==> src/rtl/mul8_pkg.sv <==
// Shared types and defaults for the mul8_acc product accumulator.
// Build option MUL8_ACC_SAT_EN selects a saturating accumulator.
package mul8_pkg;

   typedef enum logic {
      ACC  = 1'b0,
      HOLD = 1'b1
   } state_e;

   localparam int LEN_DEF   = 8;
   localparam int ACC_W_DEF = 24;
   localparam int PROD_W    = 16;

endpackage

==> src/rtl/mul8_acc_add.sv <==
// ACC_W adder with carry out and optional clamp.
// Build option MUL8_ACC_SAT_EN clamps the sum to all ones on carry.
module mul8_acc_add #(
   parameter int ACC_W = 24
) (
   input  logic [ACC_W-1:0] a_i,
   input  logic [ACC_W-1:0] b_i,
   output logic [ACC_W-1:0] sum_o,
   output logic             cy_o
);

   logic [ACC_W-1:0] raw;

   // Full add; carry out flags the overflow of this single add.
   always_comb begin
      {cy_o, raw} = {1'b0, a_i} + {1'b0, b_i};
`ifdef MUL8_ACC_SAT_EN
      sum_o = cy_o ? '1 : raw;
`else
      sum_o = raw;
`endif
   end

endmodule

==> src/rtl/mul8_acc.sv <==
// Accumulates up to LEN 16-bit products per vector, then holds the result.
// Build option MUL8_ACC_SAT_EN selects saturating adds (default: wrap).
module mul8_acc
   import mul8_pkg::*;
#(
   parameter int LEN   = LEN_DEF,
   parameter int ACC_W = ACC_W_DEF
) (
   input  logic              clk,
   input  logic              rst_n,
   input  logic              in_valid,
   output logic              in_ready,
   input  logic [PROD_W-1:0] in_p,
   input  logic              in_last,
   input  logic              sclr,
   output logic              out_valid,
   input  logic              out_ready,
   output logic [ACC_W-1:0]  out_sum,
   output logic [7:0]        out_cnt,
   output logic              out_ovf
);

   localparam logic [7:0] LEN_C = 8'(LEN);

   state_e           state_q, state_d;
   logic [ACC_W-1:0] acc_q, acc_d;
   logic [7:0]       cnt_q, cnt_d;
   logic             ovf_q, ovf_d;
   logic             rdy_q;

   logic             first;
   logic [ACC_W-1:0] add_a;
   logic [ACC_W-1:0] add_b;
   logic [ACC_W-1:0] add_sum;
   logic             add_cy;
   logic [7:0]       cnt_inc;

   // First beat of a vector ignores whatever sits in acc_q.
   assign first   = (cnt_q == 8'd0);
   assign add_a   = first ? '0 : acc_q;
   assign add_b   = ACC_W'(in_p);
   assign cnt_inc = cnt_q + 8'd1;

   mul8_acc_add #(
      .ACC_W (ACC_W)
   ) u_add (
      .a_i   (add_a),
      .b_i   (add_b),
      .sum_o (add_sum),
      .cy_o  (add_cy)
   );

   assign in_ready  = rdy_q && (state_q == ACC);
   assign out_valid = (state_q == HOLD);
   assign out_sum   = acc_q;
   assign out_cnt   = cnt_q;
   assign out_ovf   = ovf_q;

   // Next-state: accumulate in ACC, wait for the consumer in HOLD.
   always_comb begin
      state_d = state_q;
      acc_d   = acc_q;
      cnt_d   = cnt_q;
      ovf_d   = ovf_q;
      unique case (state_q)
         ACC: begin
            if (sclr) begin
               acc_d = '0;
               cnt_d = 8'd0;
               ovf_d = 1'b0;
            end else if (in_valid && in_ready) begin
               acc_d = add_sum;
               cnt_d = cnt_inc;
               ovf_d = (first ? 1'b0 : ovf_q) | add_cy;
               if (cnt_inc == LEN_C || in_last) begin
                  state_d = HOLD;
               end
            end
         end
         HOLD: begin
            if (out_ready) begin
               state_d = ACC;
               acc_d   = '0;
               cnt_d   = 8'd0;
               ovf_d   = 1'b0;
            end
         end
      endcase
   end

   // State and datapath registers; reset drops any partial result.
   always_ff @(posedge clk or negedge rst_n) begin
      if (!rst_n) begin
         state_q <= ACC;
         acc_q   <= '0;
         cnt_q   <= 8'd0;
         ovf_q   <= 1'b0;
         rdy_q   <= 1'b0;
      end else begin
         state_q <= state_d;
         acc_q   <= acc_d;
         cnt_q   <= cnt_d;
         ovf_q   <= ovf_d;
         rdy_q   <= 1'b1;
      end
   end

endmodule
==> config.mk <==
export PLATFORM = sky130hd
export DESIGN_NAME = mul8_acc
export DESIGN_NICKNAME = d
export VERILOG_FILES = /design/src/rtl/mul8_pkg.sv /design/src/rtl/mul8_acc_add.sv /design/src/rtl/mul8_acc.sv
export SDC_FILE = /design/constraint.sdc
export NUM_CORES = 1
export LEC_CHECK = 0
export ABC_CLOCK_PERIOD_IN_PS = 3420
export BUFFER_PORTS_ARGS = -buffer_cell sky130_fd_sc_hd__buf_2
export CAP_MARGIN = 20
export CORE_MARGIN = 8
export CORE_UTILIZATION = 28
export DETAILED_ROUTE_END_ITERATION = 12
export PLACE_DENSITY = 0.6
export SYNTH_ARGS = -nofsm -noshare
export SYNTH_HDL_FRONTEND = slang
export SYNTH_SLANG_ARGS = --single-unit
==> constraint.sdc <==
create_clock -name clk -period 3.42 [get_ports clk]
set_input_delay 0.342 -clock clk [delete_from_list [all_inputs] [get_ports clk]]
set_output_delay 0.342 -clock clk [all_outputs]
set_load 0.005 [all_outputs]
# Word-level counts from Yosys, hierarchy flattened
# Index checks and enable logic that the tools add are counted.
# Widths: inputs -> output; s select.
# totals
output_inout_bits,35
reg_bits,35
wordCells,36
# classes
n_reduce_logical,5
addsub,2
n_eq_ne,3
n_mux,19
bitwise_logic,2
# ops
cell,n
$mux 24,4
$pmux 24 s2,1
$add 24x16->25,1
$mux 8,3
$pmux 8 s2,1
$add 8x1->8 const B,1
$eq 8x4->1 const B,1
$logic_not 8->1,1
$mux 1,8
$pmux 1 s2,2
$ne 3x2->1 const B,1
$logic_and 1x1->1,2
$ne 2x2->1 const B,1
$reduce_and 2->1,1
$logic_or 1x1->1,1
$not 1->1,1
$or 1x1->1,1

# Longest topological paths before layout
# Gate-level depths: netlist (run 1).
# depth
word_depth,7
ltp_mapped,15

# Hierarchy
# From an unflattened synthesis (run 1), not the netlist that was laid out.
# unflattened
cells_unflattened,317
hier_area_um2,2855.2
# by_module_without_submodules
module,instances,cells_per_inst,area_per_inst_um2
mul8_acc,1,152,1659.1
mul8_acc_add,1,165,1196.1

# Least setup slack after synthesis (run 1)
# No wires, ideal clock.
# synth_path
path_kind,reg-to-reg
from,"register cnt_q[0], in the netlist out_cnt[0]"
to,"register acc_q[14], in the netlist out_sum[14]"
synth_period_minus_slack_ps,3427
stages_incl_launch_ff,16
t_required_ps,3283
arrival_ps,3290
path_slack_ps,-7
cell_sequence,dfrtp_1 > inv_1 > ha_1 > nor4b_2 > nand2_1 > clkbuf_1 > clkbuf_1 > and2_1 > ha_1 > fa_1 > a21o_1 > a221oi_4 > o221ai_1 > a31oi_1 > xor2_1 > o21ai_0
# synth_via
elab_chain_cells,6
# synth_lines
element,line,text
from (decl),mul8_acc.sv:27,"logic [7:0] cnt_q, cnt_d;"
from (signal assigned),mul8_acc.sv:102,cnt_q <= cnt_d;
$logic_not 8->1,mul8_acc.sv:39,assign first = (cnt_q == 8'd0);
$mux 24,mul8_acc.sv:40,assign add_a = first ? '0 : acc_q;
$add 24x16->25,mul8_acc_add.sv:16,"{cy_o, raw} = {1'b0, a_i} + {1'b0, b_i};"
$mux 24,mul8_acc.sv:71,end else if (in_valid && in_ready) begin
$mux 24,mul8_acc.sv:67,if (sclr) begin
$pmux 24 s2,mul8_acc.sv:65,unique case (state_q)
to (signal assigned),mul8_acc.sv:95,acc_q <= '0;
to (signal assigned),mul8_acc.sv:101,acc_q <= acc_d;
to (decl),mul8_acc.sv:26,"logic [ACC_W-1:0] acc_q, acc_d;"
# Every way passes these cells. The select of a mux whose other input is x is not followed.
# A chain may end at the register's enable or synchronous reset.

# Worst setup path in the final report (run 1)
# layout_path
from,"register cnt_q[1], in the netlist out_cnt[1]"
to,"register acc_q[13], in the netlist out_sum[13]"
# The elaborated chain is that of the path after synthesis.

==> results.toml, run 1 <==
[outcome]
status = "finished, final reports clean"

[floorplanning]
rows = 35
die_h_um = 113
ios = 57
start_util_pct = 28.8
core_um2 = 9240
dieArea_um2 = 12900
die_w_um = 113

[global_routing]
grt_pass1_vias = 2653
grt_pass1_wl_um = 13000
antenna_found_initial = 0
grt_overflow = 0
grt_max_degree = 36
gr-usage-all-layers_pct = 12.3

[critical_path]
startpoint_type = "register"
critPathMaxFanout = 16
worst-setup-path-type = "reg2reg"
r2r_setup_slack_ns = 0.22
worstRegToRegCells = 13
r2r-end = "out_sum[13]"
required_ns = 3.60
rr_startpoint = "out_cnt[1]"
crit_arrival_ns = 3.38
setup.worst_path.end_class = "register"

[synthesis]
yosys.area_share.simple_pct = 22.9
synth.ff_latch_count = 35
synth_area_per_cell_um2 = 8.41
synth-edff-count = 0
synthAdderAreaFrac_pct = 9.23
synth_fp_nets = 357
synthMuxAreaShare_pct = 0.377
dominantRegCellSynth = "dfrtp_1"
netlist_area_um2 = 2660
synth_area_leader_cell = "dfrtp_1"
ys_types = 56
netlist.area_leader.share_pct = 33.0
yosysWarnings = 0
seq_area_frac_synth_pct = 33.0
synth_top_family_by_area = "compound AO/OA/AOI/OAI gates"
synth_cells = 316
synth_area_leaders = "dfrtp_1, ha_1, o21ai_0, nand2_1, and2_1"
synth_compound_area_share_pct = 27.0
synth-xor-area-share_pct = 3.95
ys_async_sr_fraction_pct = 100

[clock_network]
htree_levels = 2
clk_pin_slew_ns = 0.07
cts_tree = "built"
numCtsBuffers = 5
clock_latency_ns = 0.29
clock_path_buffers = 2
cts.sinks = 35
ctsRootBufferMaster = "clkbuf_8"

[sta]
finalSetupTns_ns = 0
slew_viol_final = 0
relSlewSlack_pct = 44.2
fmaxAchievable_ghz = 0.313
post-route-min-period_ns = 3.20
worst_pin_slew_ns = 0.837
setup_viol = 0
fin_ws_ns = 0.221
fin_skew_ns = 0.00300
hold_viol = 0
min_period_over_period_pct = 93.5

[drt]
post_drt_wl_per_cell_um = 15.4
ant_nets = 0
viasPerCell = 5.24
vias = 2665
drt-initial-drc-count = 112
drt_wl_total_um = 7830
dr.pass1.iters = 5
drt_drc_violations_left = 0

[pwr]
power.total_uw = 994
p_leak_nw = 1.53
cellPowerDensity_nw_per_um2 = 301
vdd_drop_max_uv = 169

[finish]
nets = 420
syn_to_final_growth_pct = 24.2
final_util_pct = 35.7
antennaDiodeCount = 0
instances_no_fill = 509
drive_gt1_share_pct = 25.0

[placement]
dp_cells = 499
place_ws_ns = 0.0629
dpl.hpwl_um = 5960
place.gp.congestion = 0.880
portBuffers = 56

[hold_path]
hold_class = "in2async"

[run]
maxCapViolations = 0
## per-stage QoR
step / hold WS, ns / instance area, um^2
6_report: 0.153 / 3300
3_3_place_gp: 0.487 / 3150
2_1_floorplan: 0.0464 / 2660
4_1_cts: 0.188 / 3250
5_1_grt: 0.235 / 3300
3_5_place_dp: 0.487 / 3150
## flip-flops by register name, summed over array words and instances (netlist names)
register and count:
out_valid 1, out_cnt 8, rdy_q 1, out_sum 24, out_ovf 1
## layout make-up
cell class	count	area, um^2
inverter	6	22.5
multi-input combinational	258	1730
fill	960	5940
clock inverter	1	7.51
tap	129	161
sequential	35	876
clock buffer	7	96.3
timing repair buffer	73	408
## report_power, final
| group | switching, mW | leakage [nW] | internal (mW) |
|---|---|---|---|
| registers | 0.0123 | 0.479 | 0.429 |
| logic | 0.125 | 0.998 | 0.0826 |
| clock network | 0.162 | 0.0505 | 0.183 |
## worst max-delay path: stages (launching register included)
cell	delay, ns
dfrtp_1	0.38
inv_1	0.07
ha_1	0.14
nor4b_4	0.26
nand2_2	0.14
buf_4	0.22
and2_1	0.18
ha_1	0.19
a21o_1	0.22
a31o_1	0.21
o21a_1	0.25
o211a_1	0.25
or3_1	0.31
a32o_1	0.25
## per-layer routing
layer / routed length, um / global-route usage, %
met4: 110 / 3.91
met3: 366 / 2.54
met5: 0 / 0
met2: 3710 / 20.2
met1: 3650 / 15.8
## cell usage after synthesis, drive strengths merged (6+ instances only)
cell type  count
dfrtp         35
ha            18
o21ai         39
and2          17
nand4          7
clkbuf        13
o211ai         6
nor2          22
xor2           8
a31oi          8
nand3          8
and3           6
or3            6
nand2         34
a21oi         21
inv            6
## logic make-up (layout without fill, tap and decap cells)
logic type                 Yosys count  count (layout)
other                                1               1
muxes                                1               1
buffers and inverters               23              87
xor gates and xnor gates            12              12
adders and majority gates           19              19
DFF                                 35              35
AOI/OAI and AO/OA                  107             107
and+or+nand+nor                    118             118
## worst max path at each step
stage,startpoint,endpoint,slack [ns],cells after the start
2_1_floorplan,out_cnt[0],out_sum[14],0.03,15
3_3_place_gp,out_cnt[1],out_sum[20],0.18,13
3_5_place_dp,out_cnt[1],out_sum[20],0.06,13
4_1_cts,out_cnt[1],out_sum[20],0.02,13
5_1_grt,out_cnt[1],out_sum[20],-0.03,13
6_report,out_cnt[1],out_sum[13],0.22,13
## repair_timing
item	in CTS	in global routing
endpoints found under the setup margin	0	15
resized for setup	0	11
hold buffers	0	0
buffers inserted	0	2
## layout by cell type, fill, tap and decap left out, drive strengths merged, types with 3 or more instances in the layout
| cell | instances |
|---|---|
| a2111oi | 3 |
| a21o | 3 |
| a21oi | 21 |
| a22o | 3 |
| a31oi | 8 |
| and2 | 17 |
| and3 | 6 |
| buf | 73 |
| clkbuf | 7 |
| dfrtp | 35 |
| ha | 18 |
| inv | 6 |
| nand2 | 34 |
| nand3 | 8 |
| nand4 | 7 |
| nor2 | 22 |
| nor3 | 4 |
| o211ai | 6 |
| o21ai | 39 |
| or3 | 6 |
| xnor2 | 4 |
| xor2 | 8 |
Note: power is estimated with default switching activity, not from simulation.
==> run 2, diff against run 1 <==
ABC_CLOCK_PERIOD_IN_PS = 3870   (was 3420)
GPL_TIMING_DRIVEN = 0   (was not set)
PLACE_DENSITY = 0.59   (was 0.6)
clock period = 3.87 ns   (was 3.42 ns; I/O delays follow)
==> results.toml, run 2 (synthesis gave the netlist of run 1 again) <==
[outcome]
status = "finished, final reports clean"

[global_routing]
grt_pass1_wl_um = 13100
grt_max_degree = 36
antenna_found_initial = 0
grt_pass1_vias = 2604
grt_overflow = 0
gr-usage-all-layers_pct = 12.6

[floorplanning]
ios = 57
rows = 35
core_um2 = 9240
dieArea_um2 = 12900
die_h_um = 113
start_util_pct = 28.8
die_w_um = 113

[drt]
dr.pass1.iters = 4
post_drt_wl_per_cell_um = 15.8
drt_wl_total_um = 8060
drt_drc_violations_left = 0
viasPerCell = 5.11
drt-initial-drc-count = 137
vias = 2610
ant_nets = 0

[finish]
syn_to_final_growth_pct = 21.7
antennaDiodeCount = 0
drive_gt1_share_pct = 21.5
final_util_pct = 35.0
nets = 422
post-route-cell-area_um2 = 3230
final_cell_mix = "buf_2, o21ai_0, dfrtp_1"
layout_commonest_cell = "buf_2"
instances_no_fill = 511
largest_reg_flops = 24

[sta]
hold_viol = 0
fin_ws_ns = 0.232
relSlewSlack_pct = 44.3
slew_viol_final = 0
min_period_over_period_pct = 94.0
finalSetupTns_ns = 0
fin_skew_ns = 0.00862
setup_viol = 0
post-route-min-period_ns = 3.64
fmaxAchievable_ghz = 0.275
worst_pin_slew_ns = 0.835
holdWs_ns = 0.190

[clock_network]
htree_levels = 2
cts_tree = "built"
clock_latency_ns = 0.30
clock_path_buffers = 2
ctsRootBufferMaster = "clkbuf_8"
numCtsBuffers = 5
clk_pin_slew_ns = 0.08
cts.sinks = 35

[critical_path]
startpoint_type = "register"
rr_startpoint = "out_cnt[0]"
required_ns = 4.07
r2r_setup_slack_ns = 0.23
critPathMaxFanout = 10
r2r-end = "out_sum[22]"
crit_arrival_ns = 3.83
setup.worst_path.end_class = "register"
worst-setup-path-type = "reg2reg"
worstRegToRegCells = 16
setup.worst_path.start = "out_cnt[0]"

[placement]
place.gp.congestion = 0.851
place_area_um2 = 3100
dpl.hpwl_um = 6150
dp_cells = 501
place_ws_ns = -0.205
portBuffers = 56

[hold_path]
hold_class = "in2async"

[run]
maxCapViolations = 0

[pwr]
vdd_drop_max_uv = 133
power.total_uw = 842
cellPowerDensity_nw_per_um2 = 261
p_leak_nw = 1.49
run 2: changes by cell type in the layout (fill, tap and decap cells not counted), sizes merged:
cell,change
buf,-9
clkbuf,+9
clkinvlp,-1
clkinv,+3
run 2: how the worst max path moves through the flow:
| stage | to | cells after the start |
|---|---|---|
| 5_1_grt | out_sum[14] | 16 |
| 4_1_cts | out_sum[16] | 15 |
| 3_5_place_dp | out_sum[22] | 13 |
| 3_3_place_gp | out_sum[22] | 13 |
| 6_report | out_sum[22] | 16 |
| 2_1_floorplan | out_sum[14] | 15 |
run 2: worst max-delay path, cell delays in order, from the launching register on:
cell and delay [ns]:
dfrtp_2 0.46, inv_1 0.07, ha_1 0.14, nor4b_4 0.26
nand2_2 0.12, buf_4 0.20, buf_2 0.19, and2_1 0.18
ha_1 0.21, fa_1 0.41, a21o_1 0.22, a221oi_4 0.24
buf_6 0.16, o221ai_2 0.13, a31oi_1 0.26, o211ai_1 0.15
o311ai_2 0.13
run 2: layout make-up:
class                   count  area [um^2]
plain buffers              17         72.6
fillers                   968         6010
well taps                 129          161
multi-input cells         258         1720
inverters                   6         22.5
clock inverters             3         15.0
repair buffers             58          299
clock buffers               5         68.8
flip-flops and latches     35          877
run 2: what timing repair did:
| item | in CTS | in global routing |
|---|---|---|
| setup buffers | 1 | 1 |
| pin swaps | 2 | 2 |
| hold buffers | 0 | 0 |
| setup endpoints to repair | 9 | 15 |
| endpoints found under the hold margin | 0 | 0 |
| cloned | 0 | 0 |
| resized for setup | 4 | 9 |
run 2: power breakdown:
group | switching [mW] | internal (mW)
clock network | 0.148 | 0.123
registers | 0.0120 | 0.379
logic | 0.112 | 0.0680
total | 0.272 | 0.570
run 2: layer usage:
metal	wire [um]	GRT usage [%]	share of wire, %	up-vias
li1	-	-	-	1303
met1	3830	16.1	47	1249
met2	3820	21.3	47	52
met3	340	2.48	4.2	6
met4	65	3.02	0.81	0
met5	0	0	0	-
==> run 3, diff against run 2 <==
ABC_AREA = 1   (was not set)
PLACE_DENSITY = 0.58   (was 0.59)
==> results.toml, run 3 <==
[outcome]
status = "finished, final reports clean"

[clock_network]
cts_hold_buf = 0
clk_pin_slew_ns = 0.08
cts.sinks = 35
clock_latency_ns = 0.29
cts_resized = 0
postCtsSetupRepairBufs = 0
ctsRootBufferMaster = "clkbuf_8"
clock_path_buffers = 2
htree_levels = 2
numCtsBuffers = 5
cts_tree = "built"

[drt]
drt_wl_total_um = 8020
dr_wl_met3_um = 442
dr.pass1.iters = 4
post_drt_wl_per_cell_um = 12.9
drt_drc_violations_left = 0
drt-initial-drc-count = 210
wl_met2_um = 3970
viasPerCell = 4.62
vias = 2864
ant_nets = 0
wl_met1_um = 3490
routed.top_layer = "met4"

[sta]
fmaxAchievable_ghz = 0.296
post-route-min-period_ns = 3.38
worst_pin_slew_ns = 0.828
finalSetupTns_ns = 0
fin_skew_ns = 0.00632
setup_viol = 0
min_period_over_period_pct = 87.2
hold_viol = 0
relSlewSlack_pct = 44.8
rsz0062_at_grt = "false"
slew_viol_final = 0

[synthesis]
synth-edff-count = 0
yosysWarnings = 0
synth_area_leader_cell = "dfrtp_1"
synth_common_cells = "nand2_1, inv_1, nor2_1"
seq_area_frac_synth_pct = 31.1
synth_fp_nets = 465
synth_area_leaders = "dfrtp_1, nand2_1, inv_1, ha_1, nand3_1"
synth.ff_latch_count = 35
netlist_area_um2 = 2820
synth_area_per_cell_um2 = 6.64
netlist.area_leader.share_pct = 31.1
dominantRegCellSynth = "dfrtp_1"
ys_async_sr_fraction_pct = 100
synth.most_common_cell = "nand2_1"
ys_types = 36
synth_cells = 424

[critical_path]
r2r-end = "out_sum[22]"
path_common_cell = "nand2_1"
r2r_setup_slack_ns = 0.49
rr_startpoint = "out_cnt[0]"
setup.worst_path.end_class = "register"
critPathMaxFanout = 10
critPathMaxStageDelay_ns = 0.43
required_ns = 4.06
startpoint_type = "register"
worst-setup-path-type = "reg2reg"
cp_slowest_cell = "clkbuf_1"
crit_arrival_ns = 3.57
worstRegToRegCells = 20
path_cells = "inv_1, ha_1, nand2_1, nor2_4, nand2_4, inv_2, clkbuf_1, nor2_1, ha_1, fa_1, nand2_1, nand3_1, nand3_1, nand2_1, nand2_1, nand2_1, nand3_1, nand3b_1, nand3_1, nand2_1"

[global_routing]
grt_pass1_wl_um = 13100
antenna_found_initial = 0
grt_pass1_vias = 2716
grt_overflow = 0
gr-usage-all-layers_pct = 12.4
grt_max_degree = 36

[hold_path]
hold_class = "in2async"

[finish]
fill_cells = 1076
largest_reg_flops = 24
final_cell_mix = "nand2_1, inv_1, buf_2"
syn_to_final_growth_pct = 19.0
drive_gt1_share_pct = 18.5
nets = 528
antennaDiodeCount = 0
layout_commonest_cell = "nand2_1"
instances_no_fill = 620

[placement]
dpl.hpwl_um = 6390
place.gp.congestion = 0.846
dp_cells = 613
portBuffers = 56

[pwr]
power.total_uw = 841
cellPowerDensity_nw_per_um2 = 251
vdd_drop_max_uv = 130
p_leak_nw = 1.85

[floorplanning]
rows = 36
dieArea_um2 = 13500
die_h_um = 116
start_util_pct = 28.8
die_w_um = 116
core_um2 = 9770
ios = 57

[run]
maxCapViolations = 0
-- run 3: cell count changes after synthesis, sizes merged, moves of 9 or more --
cell	previous run	this run
and2	17	2
nand3	8	36
nor2	22	46
o22ai	0	9
clkbuf	13	2
nand2	34	120
inv	6	69
-- run 3: cells by family (layout without fill, tap and decap cells) --
| family | after synthesis | after routing | synth area share (%) |
|---|---|---|---|
| XOR/XNOR | 5 | 5 | 1.56 |
| other | 1 | 1 | 0.133 |
| buffers and inverters | 77 | 140 | 10.9 |
| AND/OR/NAND/NOR | 217 | 217 | 34.2 |
| flip-flops | 35 | 35 | 31.1 |
| AO/OA/AOI/OAI | 70 | 70 | 13.4 |
| adder cells (fa/ha/maj) | 19 | 19 | 8.71 |
-- run 3: metrics by stage --
| stage | hold WS (ns) | utilization (%) | setup slack, ns | area [um^2] |
|---|---|---|---|---|
| after global placement | 0.487 | 33.4 | 0.455 | 3260 |
| final | 0.195 | 34.3 | 0.494 | 3350 |
| after global routing | 0.265 | 34.3 | 0.132 | 3350 |
| after floorplan | 0.0914 | - | 1.08 | 2820 |
| after CTS | 0.225 | 34.3 | 0.450 | 3350 |
| after detailed placement | 0.491 | 33.4 | 0.452 | 3260 |
-- run 3: how the worst max path moves through the flow --
stage | start | endpoint | slack (ns) | depth (start not counted)
after floorplan | out_cnt[0] | out_sum[22] | 1.08 | 20
after global placement | out_cnt[0] | out_sum[22] | 0.46 | 20
after detailed placement | out_cnt[0] | out_sum[22] | 0.45 | 20
after CTS | out_cnt[0] | out_sum[22] | 0.45 | 20
after global routing | out_cnt[0] | out_sum[22] | 0.13 | 20
final | out_cnt[0] | out_sum[22] | 0.49 | 20
-- run 3: area by class of cell --
class | instances | area [um^2] | area share (%)
multi-input cells | 312 | 1630 | 48.7
inverters | 70 | 263 | 7.84
plain buffers | 7 | 45.0 | 1.34
clock inverters | 1 | 5.00 | 0.149
flip-flops and latches | 35 | 876 | 26.1
well taps | 133 | 166 | 4.97
clock buffers | 6 | 82.6 | 2.47
repair buffers | 56 | 280 | 8.37
-- run 3: worst max-delay path: cells and delay by family (launching register included) --
kind	cells	cell delay, ns
DFF	1	0.42
buffers and inverters	3	0.73
and+or+nand+nor	14	1.36
adders and majority gates	3	0.75
-- run 3: power by group --
part | switching, mW | leakage, nW | internal (mW)
combinational | 0.115 | 1.32 | 0.0574
sequential | 0.00911 | 0.480 | 0.379
clock | 0.141 | 0.0470 | 0.140
-- run 3: per-layer routing --
layer | global-route usage, % | vias up
met5 | 0 | -
li1 | - | 1485
met2 | 21.6 | 58
met1 | 14.7 | 1312
met3 | 2.69 | 9
met4 | 4.15 | 0
